<file path="src/rtl/rv_mc_pkg.sv">
// Shared definitions for the multicycle core: MAU state encodings and default bus widths.
package rv_mc_pkg;

  localparam int RV_ADDR_W = 32;
  localparam int RV_DATA_W = 32;

  typedef enum logic [1:0] {
    MAU_IDLE   = 2'd0,
    MAU_ISSUE  = 2'd1,
    MAU_WAIT_R = 2'd2,
    MAU_DONE   = 2'd3
  } mau_state_e;

  function automatic logic is_misaligned(input logic [1:0] byte_off);
    return byte_off != 2'b00;
  endfunction

endpackage

</file>
<file path="src/rtl/mau_timeout.sv">
// 8-bit access timeout counter: synchronous clear, count enable, and a terminal-count flag
// raised in the cycle whose increment would take the count from LAST to LAST+1.
module mau_timeout #(
  parameter logic [7:0] LAST = 8'd253
) (
  input  logic clk,
  input  logic resetn,
  input  logic clr,
  input  logic en,
  output logic tc
);

  logic [7:0] cnt_q, cnt_d;

  always_comb begin
    cnt_d = cnt_q;
    if (clr)     cnt_d = 8'd0;
    else if (en) cnt_d = cnt_q + 8'd1;
  end

  // NOTE: reset is synchronous (sampled on the clock edge), and state updates use <= so
  // every flop sees pre-edge values regardless of statement order.
  always_ff @(posedge clk) begin
    if (!resetn) cnt_q <= 8'd0;
    else         cnt_q <= cnt_d;
  end

  assign tc = en && (cnt_q == LAST);

endmodule

</file>
<file path="src/rtl/mem_access_unit.sv">
// Memory access sequencer: latches one read/write request, runs the bus req/gnt/rvalid
// handshake, bounds it with a timeout. Optional macro: MAU_MISALIGN_CHECK_EN.
module mem_access_unit
  import rv_mc_pkg::*;
#(
  parameter int ADDR_W  = RV_ADDR_W,
  parameter int DATA_W  = RV_DATA_W,
  parameter int TIMEOUT = 255
) (
  input  logic              clk,
  input  logic              resetn,
  input  logic              req_valid,
  input  logic              req_write,
  input  logic [ADDR_W-1:0] req_addr,
  input  logic [DATA_W-1:0] req_wdata,
  output logic              req_ready,
  output logic              busy,
  output logic              rsp_valid,
  output logic [DATA_W-1:0] rsp_rdata,
  output logic              err,
  output logic              mem_req,
  output logic              mem_we,
  output logic [ADDR_W-1:0] mem_addr,
  output logic [DATA_W-1:0] mem_wdata,
  input  logic              mem_gnt,
  input  logic              mem_rvalid,
  input  logic [DATA_W-1:0] mem_rdata
);

  mau_state_e        state_q,     state_d;
  logic              mem_req_q,   mem_req_d;
  logic              mem_we_q,    mem_we_d;
  logic [ADDR_W-1:0] mem_addr_q,  mem_addr_d;
  logic [DATA_W-1:0] mem_wdata_q, mem_wdata_d;
  logic              rsp_valid_q, rsp_valid_d;
  logic              err_q,       err_d;
  logic [DATA_W-1:0] rsp_rdata_q, rsp_rdata_d;

  logic tmo_clr, tmo_en, tmo_tc;

  assign tmo_en = (state_q == MAU_ISSUE) || (state_q == MAU_WAIT_R);

  // The counter reaches TIMEOUT-1 on the same edge that moves the FSM to DONE,
  // so terminal count is flagged while the count still holds TIMEOUT-2.
  mau_timeout #(
    .LAST (8'(TIMEOUT - 2))
  ) u_timeout (
    .clk    (clk),
    .resetn (resetn),
    .clr    (tmo_clr),
    .en     (tmo_en),
    .tc     (tmo_tc)
  );

  always_comb begin
    // NOTE: every variable gets a default here so no path through the case infers a latch.
    state_d     = state_q;
    mem_req_d   = mem_req_q;
    mem_we_d    = mem_we_q;
    mem_addr_d  = mem_addr_q;
    mem_wdata_d = mem_wdata_q;
    rsp_valid_d = 1'b0;
    err_d       = 1'b0;
    rsp_rdata_d = rsp_rdata_q;
    tmo_clr     = 1'b0;

    case (state_q)
      MAU_IDLE: begin
        if (req_valid) begin
          mem_we_d    = req_write;
          mem_addr_d  = req_addr;
          mem_wdata_d = req_wdata;
          tmo_clr     = 1'b1;
`ifdef MAU_MISALIGN_CHECK_EN
          if (is_misaligned(req_addr[1:0])) begin
            state_d     = MAU_DONE;
            rsp_valid_d = 1'b1;
            err_d       = 1'b1;
          end else begin
            state_d   = MAU_ISSUE;
            mem_req_d = 1'b1;
          end
`else
          state_d   = MAU_ISSUE;
          mem_req_d = 1'b1;
`endif
        end
      end

      MAU_ISSUE: begin
        if (mem_gnt) begin
          mem_req_d = 1'b0;
          if (mem_we_q) begin
            state_d     = MAU_DONE;
            rsp_valid_d = 1'b1;
          end else begin
            state_d = MAU_WAIT_R;
          end
        end else if (tmo_tc) begin
          state_d     = MAU_DONE;
          mem_req_d   = 1'b0;
          rsp_valid_d = 1'b1;
          err_d       = 1'b1;
        end
      end

      MAU_WAIT_R: begin
        if (mem_rvalid) begin
          state_d     = MAU_DONE;
          rsp_rdata_d = mem_rdata;
          rsp_valid_d = 1'b1;
        end else if (tmo_tc) begin
          state_d     = MAU_DONE;
          rsp_valid_d = 1'b1;
          err_d       = 1'b1;
        end
      end

      MAU_DONE: state_d = MAU_IDLE;

      default: state_d = MAU_IDLE;
    endcase
  end

  always_ff @(posedge clk) begin
    if (!resetn) begin
      state_q     <= MAU_IDLE;
      mem_req_q   <= 1'b0;
      mem_we_q    <= 1'b0;
      mem_addr_q  <= '0;
      mem_wdata_q <= '0;
      rsp_valid_q <= 1'b0;
      err_q       <= 1'b0;
      rsp_rdata_q <= '0;
    end else begin
      state_q     <= state_d;
      mem_req_q   <= mem_req_d;
      mem_we_q    <= mem_we_d;
      mem_addr_q  <= mem_addr_d;
      mem_wdata_q <= mem_wdata_d;
      rsp_valid_q <= rsp_valid_d;
      err_q       <= err_d;
      rsp_rdata_q <= rsp_rdata_d;
    end
  end

  assign req_ready = (state_q == MAU_IDLE);
  assign busy      = (state_q != MAU_IDLE);
  assign rsp_valid = rsp_valid_q;
  assign err       = err_q;
  assign rsp_rdata = rsp_rdata_q;
  assign mem_req   = mem_req_q;
  assign mem_we    = mem_we_q;
  assign mem_addr  = mem_addr_q;
  assign mem_wdata = mem_wdata_q;

endmodule

</file>
<file path="config.mk">
export PLATFORM = sky130hd
export DESIGN_NAME = mem_access_unit
export DESIGN_NICKNAME = d
export VERILOG_FILES = /design/src/rtl/rv_mc_pkg.sv /design/src/rtl/mau_timeout.sv /design/src/rtl/mem_access_unit.sv
export SDC_FILE = /design/constraint.sdc
export NUM_CORES = 1
export LEC_CHECK = 0
export CORE_MARGIN = 2
export CORE_UTILIZATION = 40
export CTS_CLUSTER_DIAMETER = 100
export DETAILED_ROUTE_END_ITERATION = 10
export PLACE_DENSITY = 0.8
export SLEW_MARGIN = 20
export SYNTH_ARGS = -nofsm -noshare
export SYNTH_HDL_FRONTEND = slang
export SYNTH_SLANG_ARGS = --single-unit
export TNS_END_PERCENT = 5
</file>
<file path="constraint.sdc">
create_clock -name clk -period 2.2 [get_ports clk]
set_clock_uncertainty 0.05 [all_clocks]
set_input_delay 0.22 -clock clk [delete_from_list [all_inputs] [get_ports clk]]
set_output_delay 0.22 -clock clk [all_outputs]
set_load 0.05 [all_outputs]
</file>
# After elaboration in Yosys (flattened, before gate mapping)
# Index checks and enable logic that the tools add are counted.
op_classes:
  shift: 0
  reduce_logical: 9
  magnitude_cmp: 0
  n_mul: 0
  n_div: 0
  n_eq_ne: 6
  n_mux: 20
  bitwise_logic: 1
  addsub: 1
ops:
  columns: ["cell", "count"]
  rows:
  - ["$mux 1", 12]
  - ["$add 8x1->8 const B", 1]
  - ["$eq 8x8->1 const B", 1]
  - ["$mux 2", 4]
  - ["$pmux 2 s4", 1]
  - ["$pmux 1 s2", 3]
  - ["$eq 2x2->1 const B", 2]
  - ["$reduce_and 2->1", 2]
  - ["$reduce_bool 2->1", 2]
  - ["$ne 3x3->1 const B", 1]
  - ["$reduce_and 3->1", 1]
  - ["$eq 2x1->1 const B", 1]
  - ["$logic_not 2->1", 1]
  - ["$ne 2x2->1 const B", 1]
  - ["$reduce_or 2->1", 1]
  - ["$logic_and 1x1->1", 1]
  - ["$logic_or 1x1->1", 1]
  - ["$not 1->1", 1]
word_totals:
  mem_bits_rw: 0
  input_bits: 102
  out_inout_bits: 102
  n_memories: 0
  elab_cells: 46
  regBits: 110
  latchBits: 0
  mem_bits_ro: 0

# Depth between registers and ports, before layout
logic_depth:
  word_depth: 6
  mapped_depth: 7
  depth_no_buf: 6

# Modules after synthesis
# From an unflattened synthesis, not the netlist that was laid out.
unflattened:
  hier_cells: 504
  hier_area_um2: 4309.1
modules_own_cells:
  columns: ["mod", "area_per_inst_um2", "cells_per_inst", "instances", "seq_area_each_um2"]
  rows:
  - ["mem_access_unit", 3940.0, 462, 1, 2042.0]
  - ["mau_timeout", 369.1, 42, 1, 160.2]

# Least setup slack after synthesis
# Ideal clock, no wire load.
synth_timing:
  path_kind: "register -> register"
  start: "register state_q[1]"
  end: "register mem_req_q (netlist: mem_req)"
  setup_slack_ns: 0.293
  t_arrival_ns: 1.798
  setup_time_ns: 0.059
  required_ns: 2.091
  n_path_buf: 0
  stages_incl_launch_ff: 6
  period_less_slack_ns: 1.907
  cell_sequence: "dfxtp_1 -> inv_1 -> ha_1 -> inv_1 -> o21ai_0 -> o221a_2"
synth_between:
  elab_cells_between_ends: 10
  cone_classes: "eq/ne (4); mux (1); reduce/logical (5)"
synth_rtl:
  columns: ["item", "line_no", "text"]
  rows:
  - ["from (decl)", "mem_access_unit.sv:30", "mau_state_e state_q, state_d;"]
  - ["from (signal assigned)", "mem_access_unit.sv:136", "state_q <= state_d;"]
  - ["$logic_not 2->1 *", null, null]
  - ["named net req_ready", "mem_access_unit.sv:16", "output logic req_ready,"]
  - ["$ne 2x2->1 (no source line) or $reduce_bool 2->1 (tied branches)", null, null]
  - ["$reduce_and 3->1 (no source line)", null, null]
  - ["to (signal assigned)", "mem_access_unit.sv:137", "mem_req_q <= mem_req_d;"]
  - ["to (decl)", "mem_access_unit.sv:31", "logic mem_req_q, mem_req_d;"]
# The timed path passes the listed nets; every way through them passes the cells marked *.
# A chain may end at the register's enable or synchronous reset.

# Worst setup path after layout
layout_timing:
  start: "register state_q[0]"
  end: "register state_q[0]"
layout_between:
  elab_chain_cells: 6
  elab_cells_between_ends: 11
  cone_classes: "eq/ne (4); mux (4); reduce/logical (3)"
layout_lines:
  columns: ["item", "line_no", "text"]
  rows:
  - ["$eq 2x1->1 or $eq 2x2->1 (tied branches)", "mem_access_unit.sv:41", "assign tmo_en = (state_q == MAU_ISSUE) || (state_q == MAU_WAIT_R);"]
  - ["$logic_or 1x1->1 *", "mem_access_unit.sv:41", null]
  - ["named net tmo_en", "mem_access_unit.sv:39", "logic tmo_clr, tmo_en, tmo_tc;"]
  - ["$logic_and 1x1->1 *", "mau_timeout.sv:28", "assign tc = en && (cnt_q == LAST);"]
  - ["$mux 2 *", null, null]
  - ["$mux 2, on equally long branches", null, null]
  - ["$pmux 2 s4 *", "mem_access_unit.sv:67", "case (state_q)"]
# Marks and branches as above.

==> key figures <==
Critical path
  – Reg2reg path depth: 6
  – Worst reg2reg path startpoint: state_q[0]
  – Flop-to-flop setup slack: 0.32 ns
  – WP data required: 2.40 ns
  – Crit path launch type: flop
  – Setup Crit Path Kind: reg2reg
  – Crit path max fanout: 9
  – Arrival time at the worst endpoint: 2.08 ns
  – Crit. End Element: flop
  – FF-to-FF End: state_q[0]

Worst hold path
  – WHS Endpoint: mem_wdata[14]
  – Hold Path Depth: 3
  – Worst hold path class: in2reg
  – Hold path start: req_wdata[14]

STA
  – Least-Margin Pin Slew: 0.551 ns
  – Max Clk Rate: 533 MHz
  – Final worst setup slack: 0.325 ns
  – RSZ-0062 raised after global routing: false
  – Post-Route Setup TNS: 0 ns
  – Final setup viols: 0
  – Rel. slew slack: 63.2%
  – Final min period: 1.88 ns
  – Crit share post-route: 85.2%
  – Final Slew Violations: 0
  – Final Hold Fails: 0

Route
  – Drt total wl: 11,200 µm
  – Via density: 4.85
  – Final ANT Viol Nets: 0
  – Post-route DRC: 0
  – Routed WL per cell: 13.6 µm
  – Via count: 4,010
  – Iteration-0 DRC count of the detailed router: 180
  – TritonRoute pass-1 iters: 4

Synth
  – Synthesized area per cell: 8.12 µm²
  – Synthesized area: 0.00404 mm²
  – Mapped Cells: 497
  – Yosys reg bits: 110
  – Synth unique cells: 35
  – Sequential share of the synthesized area: 54.6%
  – Mapped Nets: 604
  – Post-synth EDFFs: 0
  – Synth warn: 0
  – Asr flop ratio synth: 0%
  – Synth Flop Type: dfxtp_1

Clocking
  – Root buf cell: clkbuf_8
  – Worst skew pair latency: 0.36 ns
  – TritonCTS buffer count: 9
  – Sink Count: 110
  – Clock Path Buffers: 2
  – Post-CTS Setup Bufs: 0
  – H-tree Lvls: 3
  – Post-CTS sizing: 0
  – Hold_buf cts: 0
  – CTS tree: built
  – Worst-path clk slew: 0.11 ns

Place
  – HPWL Detailed: 8140 µm
  – Port buffer count: 203
  – Pre-CTS WS: 0.368 ns
  – GP Congestion: 0.831

Run
  – Max-cap violations: 0

Global route
  – Number of global-route vias before repair: 3,920
  – Largest net degree at the start of global routing: 50
  – Initial antenna violation count: 0
  – Total grt overflow: 0
  – GRT Overall Usage: 20.3%
  – Global-route wire length before repair: 18,400 µm

Pwr
  – PwrDens: 1070 mW/mm²
  – Peak VDD IR: 0.563 mV
  – Pleak: 0.00229 µW

Cells and area
  – Post-layout util: 64.9%
  – Antenna fix cells: 0
  – Layout cells sized above 1: 5.34%
  – Final nets: 795
  – Area Overhead vs Synth: 57.1%

Floorplan
  – Row count: 36
  – Die Width: 104 µm
  – Die height: 104 µm
  – Die area: 0.0109 mm²
  – Initial core utilization: 41.3%
  – Core Area: 0.00977 mm²
  – I/O pin count: 204

Status
  – Outcome: finished clean
==> layer usage <==
metal / vias to the layer above / track usage [%] / wire (µm)
met4: 0 / 7.92 / 225
met5: - / 0 / 0
met3: 24 / 6.08 / 989
met1: 1825 / 23.7 / 4660
met2: 166 / 34.8 / 5320
li1: 1995 / - / -
==> report_power, final <==
group / internal (µW) / leakage, µW / switching (µW)
logic: 1010 / 0.00129 / 2010
clock network: 576 / 0.000105 / 699
registers: 2310 / 0.000898 / 180
total: 3900 / 0.00229 / 2880
==> placed cells by master (no fill, tap or decap), types with 2 or more instances in the layout <==
master	count
inv_6	2
ha_1	5
clkbuf_8	10
or3_1	2
o21ai_0	4
dfxtp_1	110
inv_1	6
nand3_1	2
buf_4	10
nor2_1	9
xor2_1	4
a21oi_1	100
clkdlybuf4s50_1	201
nand4_1	2
nand2_1	200
==> Yosys cell counts, drive strengths merged, types with 2 or more instances <==
library cell	count	share of area [%]
nand2	201	19
dfxtp	110	55
a21oi	102	13
buf	19	3.3
clkbuf	13	1.2
nor2	9	0.84
inv	7	0.65
ha	5	1.5
o21ai	5	0.90
xor2	4	0.87
nand4	3	0.62
and2	2	0.31
and4	2	0.50
nand3	2	0.25
or3	2	0.31
==> cells by family (layout without fill, tap and decap cells) <==
logic type	after synthesis	in the layout	share of synthesized area, %
and+or+nand+nor	223	223	21.9
adders and majority gates	5	5	1.55
AOI/OAI and AO/OA	115	115	15.7
DFF	110	110	54.6
xor gates and xnor gates	5	5	1.08
buffers and inverters	39	235	5.21
==> how the worst max path moves through the flow <==
stage | start | endpoint | cells past startpoint | slack, ns
after CTS | mem_we | mem_we | 1 | 0.30
after floorplan | state_q[1] | mem_req | 5 | 0.29
after global routing | state_q[0] | state_q[0] | 6 | 0.24
after detailed placement | state_q[0] | state_q[0] | 6 | 0.37
final | state_q[0] | state_q[0] | 6 | 0.32
after global placement | state_q[0] | state_q[0] | 6 | 0.45
==> final cells by class <==
class	instances	area [µm²]
tap	133	166
inverter	7	26.3
fill	804	3430
sequential	110	2200
multi-input combinational	348	1630
clock buffer	10	138
timing repair buffer	212	2110
clock inverter	6	75.1
==> state kept, by name, summed over array words and instances (netlist names) <==
signal / flops
mem_addr: 32
mem_wdata: 32
rsp_rdata: 32
u_timeout.cnt_q: 8
state_q: 2
err: 1
mem_req: 1
mem_we: 1
rsp_valid: 1
==> critical path, cell delays in order (launching register included) <==
cell     delay [ns]
dfxtp_1        0.40
inv_1          0.08
ha_1           0.43
and4_4         0.25
a21oi_4        0.20
a21oi_2        0.04
o41a_1         0.31
==> metrics by stage <==
step	cells	power [µW]	instance area, µm²	hold WS (ns)
2_1_floorplan	497	4600	4040	0.306
5_1_grt	826	7150	6340	0.315
3_5_place_dp	810	5560	6130	0.396
6_report	826	6780	6340	0.336
4_1_cts	826	6840	6340	0.316
3_3_place_gp	810	5480	6130	0.391
(Power assumes the default switching activity.)
